`config.mk`:
```
export PLATFORM = sky130hd
export DESIGN_NAME = stopwatch_lap_controller
export DESIGN_NICKNAME = d
export VERILOG_FILES = /design/src/rtl/stopwatch_pkg.sv /design/src/rtl/bcd_time_counter.sv /design/src/rtl/stopwatch_lap_controller.sv
export SDC_FILE = /design/constraint.sdc
export NUM_CORES = 1
export LEC_CHECK = 0
export ABC_AREA = 1
export CAP_MARGIN = 10
export CELL_PAD_IN_SITES_DETAIL_PLACEMENT = 0
export CELL_PAD_IN_SITES_GLOBAL_PLACEMENT = 1
export CORE_ASPECT_RATIO = 0.6
export CORE_UTILIZATION = 40
export DETAILED_ROUTE_END_ITERATION = 12
export PLACE_DENSITY = 0.7
export SLEW_MARGIN = 10
export SYNTH_ARGS = -nofsm -noshare
export SYNTH_HDL_FRONTEND = slang
export SYNTH_SLANG_ARGS = --single-unit
```
`constraint.sdc`:
```
create_clock -name clk_core -period 5.1 [get_ports clk_core]
set_clock_uncertainty 0.15 [all_clocks]
set_input_delay 1.02 -clock clk_core [delete_from_list [all_inputs] [get_ports clk_core]]
set_output_delay 1.02 -clock clk_core [all_outputs]
set_load 0.03 [all_outputs]
```
`src/rtl/stopwatch_pkg.sv`:
```
// Shared types and constants for the stopwatch lap controller.
package stopwatch_pkg;

  typedef enum logic [2:0] {
    ST_STOP   = 3'd0,
    ST_RUN    = 3'd1,
    ST_FREEZE = 3'd2,
    ST_PAUSE  = 3'd3,
    ST_BROWSE = 3'd4
  } sw_state_e;

  localparam logic [7:0] CC_MAX = 8'h99;
  localparam logic [7:0] SS_MAX = 8'h59;
  localparam logic [7:0] MM_MAX = 8'h99;

  typedef struct packed {
    logic [7:0] min;
    logic [7:0] sec;
    logic [7:0] cc;
  } bcd_time_t;

  // Two-digit BCD increment; callers handle the terminal value.
  function automatic logic [7:0] bcd_inc(input logic [7:0] v);
    if (v[3:0] == 4'd9) return {v[7:4] + 4'd1, 4'd0};
    return {v[7:4], v[3:0] + 4'd1};
  endfunction

endpackage

```
`src/rtl/bcd_time_counter.sv`:
```
// mm:ss.cc BCD counter advanced by an external tick; exposes its next value
// so the display register can follow the live time without a cycle of lag.
module bcd_time_counter
  import stopwatch_pkg::*;
(
  input  logic      clk,
  input  logic      rst,
  input  logic      en_i,
  input  logic      tick_i,
  input  logic      clr_i,
  output bcd_time_t time_o,
  output bcd_time_t time_nxt_c,
  output logic      wrap_c
);

  bcd_time_t time_q;
  bcd_time_t time_d;

  assign wrap_c = en_i && tick_i && (time_q.cc == CC_MAX) &&
                  (time_q.sec == SS_MAX) && (time_q.min == MM_MAX);

  always_comb begin
    time_d = time_q;
    if (clr_i) begin
      time_d = '0;
    end else if (en_i && tick_i) begin
      if (time_q.cc != CC_MAX) begin
        time_d.cc = bcd_inc(time_q.cc);
      end else begin
        time_d.cc = '0;
        if (time_q.sec != SS_MAX) begin
          time_d.sec = bcd_inc(time_q.sec);
        end else begin
          time_d.sec = '0;
          time_d.min = (time_q.min != MM_MAX) ? bcd_inc(time_q.min) : 8'h00;
        end
      end
    end
  end

  always_ff @(posedge clk) begin
    if (rst) time_q <= '0;
    else     time_q <= time_d;
  end

  assign time_o     = time_q;
  assign time_nxt_c = time_d;

endmodule

```
`src/rtl/stopwatch_lap_controller.sv`:
```
// Stopwatch FSM with tick divider, circular lap memory and registered
// display mux (live time, frozen capture, or browsed lap).
module stopwatch_lap_controller
  import stopwatch_pkg::*;
#(
  parameter int unsigned TICK_DIV  = 500000,
  parameter int unsigned LAP_DEPTH = 8
) (
  input  logic                         clk_core,
  input  logic                         rst,
  input  logic                         start_stop_p,
  input  logic                         lap_p,
  input  logic                         view_p,
  input  logic                         clear_p,
  output logic [7:0]                   min_o,
  output logic [7:0]                   sec_o,
  output logic [7:0]                   ms_10_o,
  output logic [2:0]                   state_o,
  output logic [$clog2(LAP_DEPTH):0]   lap_cnt_o,
  output logic [$clog2(LAP_DEPTH)-1:0] lap_idx_o,
  output logic                         ovf_o
);

  localparam int unsigned IDX_W = $clog2(LAP_DEPTH);
  localparam int unsigned CNT_W = IDX_W + 1;
  localparam int unsigned SUM_W = CNT_W + 1;
  localparam int unsigned DIV_W = (TICK_DIV > 2) ? $clog2(TICK_DIV) : 1;

  sw_state_e        state_q, state_d;
  logic [DIV_W-1:0] div_q, div_d;
  logic [CNT_W-1:0] cnt_q, cnt_d;
  logic [IDX_W-1:0] idx_q, idx_d;
  logic [IDX_W-1:0] wr_ptr_q, wr_ptr_d;
  logic             ovf_q, ovf_d;
  bcd_time_t        disp_q, disp_d;
  bcd_time_t        lap_mem_q [LAP_DEPTH];

  bcd_time_t        live_time;
  bcd_time_t        live_nxt;
  logic             wrap;
  logic             running;
  logic             tick;
  logic             clr_act;
  logic             lap_we;
  logic [SUM_W-1:0] slot_sum;
  logic [IDX_W-1:0] rd_slot;

  assign running = (state_q == ST_RUN) || (state_q == ST_FREEZE);
  assign tick    = running && (div_q == DIV_W'(TICK_DIV - 1));

  bcd_time_counter u_time (
    .clk        (clk_core),
    .rst        (rst),
    .en_i       (running),
    .tick_i     (tick),
    .clr_i      (clr_act),
    .time_o     (live_time),
    .time_nxt_c (live_nxt),
    .wrap_c     (wrap)
  );

  // Divider: counts only while the time base runs, zeroed by clear.
  always_comb begin
    div_d = div_q;
    if (clr_act)      div_d = '0;
    else if (tick)    div_d = '0;
    else if (running) div_d = div_q + DIV_W'(1);
  end

  // Event priority is resolved per state so ignored events never mask others.
  always_comb begin
    state_d  = state_q;
    cnt_d    = cnt_q;
    idx_d    = idx_q;
    wr_ptr_d = wr_ptr_q;
    ovf_d    = ovf_q | wrap;
    clr_act  = 1'b0;
    lap_we   = 1'b0;
    unique case (state_q)
      ST_STOP: begin
        if (clear_p)           clr_act = 1'b1;
        else if (start_stop_p) state_d = ST_RUN;
      end
      ST_RUN: begin
        if (start_stop_p) state_d = ST_PAUSE;
        else if (lap_p) begin
          lap_we  = 1'b1;
          state_d = ST_FREEZE;
        end
      end
      ST_FREEZE: begin
        if (start_stop_p) state_d = ST_PAUSE;
        else if (lap_p)   lap_we  = 1'b1;
        else if (view_p)  state_d = ST_RUN;
      end
      ST_PAUSE: begin
        if (clear_p)           clr_act = 1'b1;
        else if (start_stop_p) state_d = ST_RUN;
        else if (view_p && (cnt_q != '0)) begin
          state_d = ST_BROWSE;
          idx_d   = IDX_W'(cnt_q - CNT_W'(1));
        end
      end
      ST_BROWSE: begin
        if (clear_p)           clr_act = 1'b1;
        else if (start_stop_p) state_d = ST_PAUSE;
        else if (view_p) begin
          idx_d = (idx_q == '0) ? IDX_W'(cnt_q - CNT_W'(1)) : idx_q - IDX_W'(1);
        end
      end
      default: state_d = ST_STOP;
    endcase

    if (lap_we) begin
      wr_ptr_d = (wr_ptr_q == IDX_W'(LAP_DEPTH - 1)) ? '0 : wr_ptr_q + IDX_W'(1);
      if (cnt_q != CNT_W'(LAP_DEPTH)) cnt_d = cnt_q + CNT_W'(1);
    end

    if (clr_act) begin
      state_d  = ST_STOP;
      cnt_d    = '0;
      idx_d    = '0;
      wr_ptr_d = '0;
      ovf_d    = 1'b0;
    end
  end

  // Logical browse index -> physical slot, oldest entry at (wr_ptr - cnt).
  always_comb begin
    slot_sum = SUM_W'(wr_ptr_q) + SUM_W'(idx_d) + SUM_W'(LAP_DEPTH) - SUM_W'(cnt_q);
    if (slot_sum >= SUM_W'(2 * LAP_DEPTH))  slot_sum = slot_sum - SUM_W'(2 * LAP_DEPTH);
    else if (slot_sum >= SUM_W'(LAP_DEPTH)) slot_sum = slot_sum - SUM_W'(LAP_DEPTH);
    rd_slot = IDX_W'(slot_sum);
  end

  always_comb begin
    disp_d = disp_q;
    unique case (state_d)
      ST_FREEZE: if (lap_we) disp_d = live_time;
      ST_BROWSE: disp_d = lap_mem_q[rd_slot];
      default:   disp_d = live_nxt;
    endcase
  end

  always_ff @(posedge clk_core) begin
    if (rst) begin
      state_q  <= ST_STOP;
      div_q    <= '0;
      cnt_q    <= '0;
      idx_q    <= '0;
      wr_ptr_q <= '0;
      ovf_q    <= 1'b0;
      disp_q   <= '0;
    end else begin
      state_q  <= state_d;
      div_q    <= div_d;
      cnt_q    <= cnt_d;
      idx_q    <= idx_d;
      wr_ptr_q <= wr_ptr_d;
      ovf_q    <= ovf_d;
      disp_q   <= disp_d;
    end
  end

  // Lap storage holds the pre-increment time of the capture cycle.
  always_ff @(posedge clk_core) begin
    if (lap_we) lap_mem_q[wr_ptr_q] <= live_time;
  end

  assign min_o     = disp_q.min;
  assign sec_o     = disp_q.sec;
  assign ms_10_o   = disp_q.cc;
  assign state_o   = state_q;
  assign lap_cnt_o = cnt_q;
  assign lap_idx_o = idx_q;
  assign ovf_o     = ovf_q;

endmodule
```
==> results of run 1 <==
[state kept, by name, summed over array words and instances, names as in the netlist]
register and cells:
lap_mem_q 192, wr_ptr_q 3, ms_10_o 8, div_q 19
lap_cnt_o 4, sec_o 8, u_time.time_o 24, min_o 8
ovf_o 1, lap_idx_o 3, state_o 3
[power by group]
part	internal [W]	total [W]	switching, W	leakage, nW
Clock	0.00108	0.00190	0.000826	0.406
Combinational	0.0000540	0.000163	0.000109	2.44
Sequential	0.00235	0.00235	0.00000540	2.48
Total	0.00348	0.00442	0.000940	5.32
[layer usage]
metal | track usage (%) | wire length [um] | up-vias
li1 | - | - | 4654
met1 | 36.7 | 18400 | 4645
met2 | 30.1 | 14000 | 362
met3 | 3.76 | 2860 | 48
met4 | 4.25 | 576 | 0
met5 | 0 | 0 | -
[placed cells by master, fill, tap and decap left out, types with 5 or more instances in the layout]
master           synthesis  layout
nand4_1                 14      14
clkbuf_16                0      27
nand2_2                  7       7
clkinv_2                 0       5
clkbuf_1                35      11
nand2_1                360     360
edfxtp_1               192     192
inv_2                   10      12
inv_1                   88      87
dfxtp_1                 81      81
clkdlybuf4s50_1          0      40
nor2_2                   6      14
xor2_1                  13      13
o21ai_0                 56      56
buf_12                   0       9
nor3_1                  10      10
buf_4                    2      18
a32o_1                  46      46
a21oi_1                110     110
nor2_1                 130     122
nand3_1                 93      93
ha_1                    22      21
[worst reg2reg max path, cell delays in order (launching register included)]
cell and delay (ns):
dfxtp_1 0.46, inv_1 0.12, ha_1 0.21, nand2_1 0.20
nand3_1 0.14, o21ai_0 0.17, a31oi_1 0.07, or2_2 0.30
fa_1 0.49, fa_1 0.45, xor2_1 0.18, xor2_1 0.27
nand3_1 0.18, nand2_1 0.16, buf_12 0.20, nand2_1 0.10
nand3_1 0.10, a21oi_1 0.08
[through the flow]
stage	hold WS, ns	instances	util, %
6_report	0.337	1802	47.3
5_1_grt	0.373	1802	47.3
2_1_floorplan	0.306	1334	-
3_5_place_dp	0.328	1753	44.6
4_1_cts	0.337	1802	47.3
3_3_place_gp	0.317	1753	44.6
[worst paths after layout]
| kind | from | cells after the start | end |
|---|---|---|---|
| setup reg to reg | lap_cnt_o[1] | 17 | ms_10_o[7] |
| hold reg to reg | div_q[5] | 2 | div_q[5] |
| setup / recovery | start_stop_p | 20 | ms_10_o[7] |
| hold / removal | div_q[5] | 2 | div_q[5] |
[cell type report]
type                            count  share of cell area (%)
Multi-Input combinational cell    904                    31.7
Sequential cell                   273                    51.3
Inverter                          101                    2.64
Clock buffer                       42                    5.32
Timing Repair Buffer               67                    4.97
Tap cell                          408                    3.55
Clock inverter                      7                   0.435
[cell families (layout without fill, tap and decap cells)]
family	after synthesis	count (layout)
simple gates	635	635
buf+inv	157	217
fa+ha+maj	24	24
flops	273	273
compound gates	229	229
xor+xnor	16	16
[synth_stat cells, drive strengths merged (2+ instances only)]
cell type,count,share of area [%]
a32o,46,3.7
a211oi,2,0.12
clkinv,3,0.090
a21oi,112,4.6
dfxtp,81,13
o22ai,3,0.15
nor3,12,0.61
buf,21,0.94
xnor2,3,0.21
fa,2,0.32
nor2,137,4.3
inv,98,2.9
clkbuf,35,1.0
edfxtp,192,46
o211ai,3,0.18
ha,22,2.2
o21ai,59,2.4
nand3,95,3.9
nand4,15,0.80
nand2,367,11
xor2,13,0.91
or2,5,0.25
==> reports/qor.txt, run 1 <==
Grt ovf: 0
Final worst setup slack: 0.526 ns
Post-route cell area: 14400 um^2
Die ar.: 32100 um^2
FILL cells: 2900
Number of global-route vias before repair: 8820
Via-per-instance ratio: 5.39
Final Power: 0.00442 W
DR pass1 iterations: 5
GRT Total Usage: 22.3%
PD cells: 307 nW/um^2
Die width: 231 um
PortBufs: 40
Synth Register Bits: 273
P_leak: 5.32 nW
Root Driver: clkbuf_16
Die Y-Extent: 139 um
Setup-failing EPs final: 0
Core ar.: 30400 um^2
Final period util: 89.7%
YS warnings: 0
Area of the multi-input gates: 4570 um^2
Largest net degree at the start of global routing: 77
Post-CTS resize count: 0
Drt first-iter violations: 1018
Hold Vio Cnt, Final: 0
Syn_nets: 1364
Maxcap violations: 0
Post-synthesis mux area share: 0%
Dpl hpwl: 22.6 mm
Startpoint types: input pin
Initial antenna violation count: 0
FFs w/ async S/R, synth: 0%
Crit path top cell by count: nand2_1
# IOs: 41
Final ANT Viol Nets: 0
Site Rows: 49
First-pass GRT wire length: 54.6 mm
Post-synthesis cell count: 1334
Wire length per cell: 19.9 um
Seq/Total Area, Yosys: 58.9%
Crit path cell chain: clkdlybuf4s50_1 > inv_2 > nand2_1 > nor2_2 > nand2_1 > inv_2 > o21ai_0 > o21ai_0 > a31oi_1 > or2_2 > fa_1 > fa_1 > xor2_1 > xor2_1 > nand3_1 > nand2_1 > buf_12 > nand2_1 > nand3_1 > a21oi_1
Clock Latency Late Sink: 0.54 ns
CTS tree: yes
Max Slew Vio Count: 0
Relative slew margins: 31.1%
Crit path DAT: 4.85 ns
Ratio of cells with drive above 1 in the final layout: 7.96%
WP data required: 5.37 ns
Crit path kind: in2reg
Reg2Reg Setup Slack: 0.95 ns
Antenna Cells: 0
Kind of cell adding the most delay to the critical path: simple AND/OR/NAND/NOR gates
Main combinational cell family by area after synthesis: simple AND/OR/NAND/NOR gates
Synth Area in Compound Gates: 11.3%
Count of different cell masters after synthesis: 46
Setup WS pre-CTS: -0.0151 ns
RePlAce Congestion: 0.855
DRC Markers: 0
Max Fclk: 219 MHz
Initial Util: 41.3%
Crit end category: flip-flop
Post-CTS Setup Bufs: 0
Area growth syn-to-layout: 14.6%
Mapped cell area: 12500 um^2
Worst slew pin tran: 1.03 ns
Via count: 9709
XOR/XNOR Fraction of Synth Area: 1.12%
Post-Syn Area per Cell: 9.41 um^2
EDFF count, synth: 192
Ys flop type: edfxtp_1
Type of the worst min-delay path: reg2reg
Worst VDD drop: 0.225 mV
H-tree levels: 1
Placed Area: 13600 um^2
CP max FO: 22
Final #Nets: 1404
Clock slew at reported path FFs: 0.06 ns
Status: finished clean
Clock tree buffer depth: 3
Adder-Cell Fraction of Synth Area: 2.51%
Simple-Gate Fraction of Synth Area: 21.2%
FF/Latch Area: 7390 um^2
Final setup TNS: 0 ns
Critical path's slowest cell: clkdlybuf4s50_1
Total routed wirelength: 35.9 mm
Min cycle time layout: 4.57 ns
Hold buffers post-CTS: 0
Num CTS Buffers: 27
CP max stage delay: 0.49 ns
Clk sinks: 273
Worst Path Buf+Inv: 4
RSZ-0062 raised after global routing: false
Note: power is estimated with default switching activity, not from simulation.
==> run 2: changes to the inputs <==
- PLACE_DENSITY: 0.7 -> 0.77
==> run 2 against run 1 <==
Clock-buffer cell count decreased by 8. Critical path type unchanged. Largest power group unchanged. Final cell count about the same. Die area unchanged. Critical path depth unchanged. Clock power increased by 13%. Worst hold slack improved by 0.0047 ns.
==> reports/qor.txt, run 2 (same netlist as run 1, synthesis figures left out) <==
Clock slew at reported path FFs: 0.06 ns
Startpoint types: input pin
Final #Nets: 1406
FILL cells: 2914
Crit end category: flip-flop
Clock Latency Late Sink: 0.55 ns
RSZ-0062 raised after global routing: false
DRC Markers: 0
Drt first-iter violations: 904
# IOs: 41
Die width: 231 um
Die Y-Extent: 139 um
Final core utilization: 47.7%
Num CTS Buffers: 25
Commonest cells after routing, fill and taps aside: nand2_1 (360), edfxtp_1 (192), nor2_1 (122)
Total routed wirelength: 34.9 mm
Post-CTS Setup Bufs: 0
Hold Vio Cnt, Final: 0
Site Rows: 49
Hold WS: 0.341 ns
Maxcap violations: 0
Clk sinks: 273
R2R depth: 19
FF/Latch Area: 7390 um^2
HP Start: div_q[17]
GRT Total Usage: 21.7%
Wire length per cell: 19.4 um
Setup-failing EPs final: 0
Reg2Reg Setup Slack: 1.06 ns
Number of global-route vias before repair: 8770
Hold buffers post-CTS: 0
Final setup TNS: 0 ns
Area growth syn-to-layout: 15.6%
PD cells: 321 nW/um^2
Reg with most FFs: lap_mem_q
Relative slew margins: 39.9%
Final period util: 86.0%
Antenna Cells: 0
Via count: 9666
Type of the worst min-delay path: reg2reg
Worst slew pin tran: 0.900 ns
CTS tree: yes
RR Startpoint: lap_cnt_o[0]
WP data required: 5.42 ns
PortBufs: 40
CP max FO: 22
Post-CTS resize count: 0
Hold endpoint: div_q[17]
H-tree levels: 1
Root Driver: clkbuf_16
Via-per-instance ratio: 5.36
Max Slew Vio Count: 0
Most common cell after layout, fill and taps aside: nand2_1
First-pass GRT wire length: 53.4 mm
Dpl hpwl: 22.4 mm
Worst R2R End: sec_o[4]
Max Fclk: 228 MHz
Crit path DAT: 4.71 ns
Initial antenna violation count: 0
Largest net degree at the start of global routing: 69
Ratio of cells with drive above 1 in the final layout: 8.24%
Clock tree buffer depth: 3
Grt ovf: 0
Die ar.: 32100 um^2
Crit path kind: in2reg
DR pass1 iterations: 5
RePlAce Congestion: 0.846
Hold Crit Depth: 2
Initial Util: 41.3%
P_leak: 5.39 nW
Largest register FFs: 192
Final ANT Viol Nets: 0
Worst VDD drop: 0.244 mV
Area of the multi-input gates: 4570 um^2
Status: finished clean
Min cycle time layout: 4.39 ns
Core ar.: 30400 um^2
-- run 2: cell types whose count changed in the layout (fill, tap and decap cells not counted) --
cell	previous run	this run
clkbuf_4	1	0
inv_6	0	1
bufinv_16	1	7
clkinvlp_4	1	0
buf_12	9	7
buf_4	18	24
clkbuf_16	27	25
clkinv_2	5	1
clkbuf_1	11	5
clkinv_1	2	5
nor3_2	1	0
clkbuf_8	3	4
nor3_4	1	2
-- run 2: how the worst max path moves through the flow --
stage	cells after the start	start	end
finish	20	view_p	sec_o[4]
global route	21	start_stop_p	sec_o[4]
CTS	19	view_p	min_o[3]
detailed placement	20	view_p	ms_10_o[6]
global placement	20	start_stop_p	ms_10_o[7]
floorplan	17	start_stop_p	min_o[3]
-- run 2: report_power, final --
part,total (W),internal [W],switching (W)
combinational,0.000164,0.0000550,0.000109
sequential,0.00235,0.00235,0.00000581
clock,0.00215,0.00131,0.000831
total,0.00466,0.00372,0.000946
-- run 2: layout make-up --
| type | count | area share [%] |
|---|---|---|
| tap | 408 | 3.52 |
| clock buffer | 34 | 4.82 |
| timing repair buffer | 71 | 4.97 |
| sequential | 273 | 50.9 |
| multi-input combinational | 904 | 31.5 |
| inverter | 101 | 2.61 |
| clock inverter | 12 | 1.62 |
-- run 2: critical path, cell delays in order --
cell	delay (ns)
clkdlybuf4s50_1	0.51
nand2_1	0.12
nor2_2	0.18
nand2_1	0.13
inv_2	0.07
o21ai_0	0.06
o21ai_0	0.08
a31oi_1	0.07
or2_2	0.30
fa_1	0.48
fa_1	0.44
xor2_1	0.16
xor2_1	0.26
inv_1	0.09
nand2_1	0.11
nand2_1	0.09
buf_12	0.17
nand2_1	0.08
nand3_1	0.08
a21oi_1	0.17
-- run 2: layer usage --
layer	track usage, %	share of wire [%]
met5	0	0
met4	3.17	1.2
met3	4.52	8.2
met2	28.0	38
met1	36.6	53
-- run 2: through the flow --
stage          cell area, um^2  setup slack, ns  instances  power, W
6_report                 14500            0.711       1803   0.00466
5_1_grt                  14500            0.442       1803   0.00479
4_1_cts                  14500            0.763       1803   0.00469
3_5_place_dp             13600            0.194       1757   0.00256
3_3_place_gp             13600            0.225       1757   0.00256
2_1_floorplan            12500            0.821       1334   0.00250
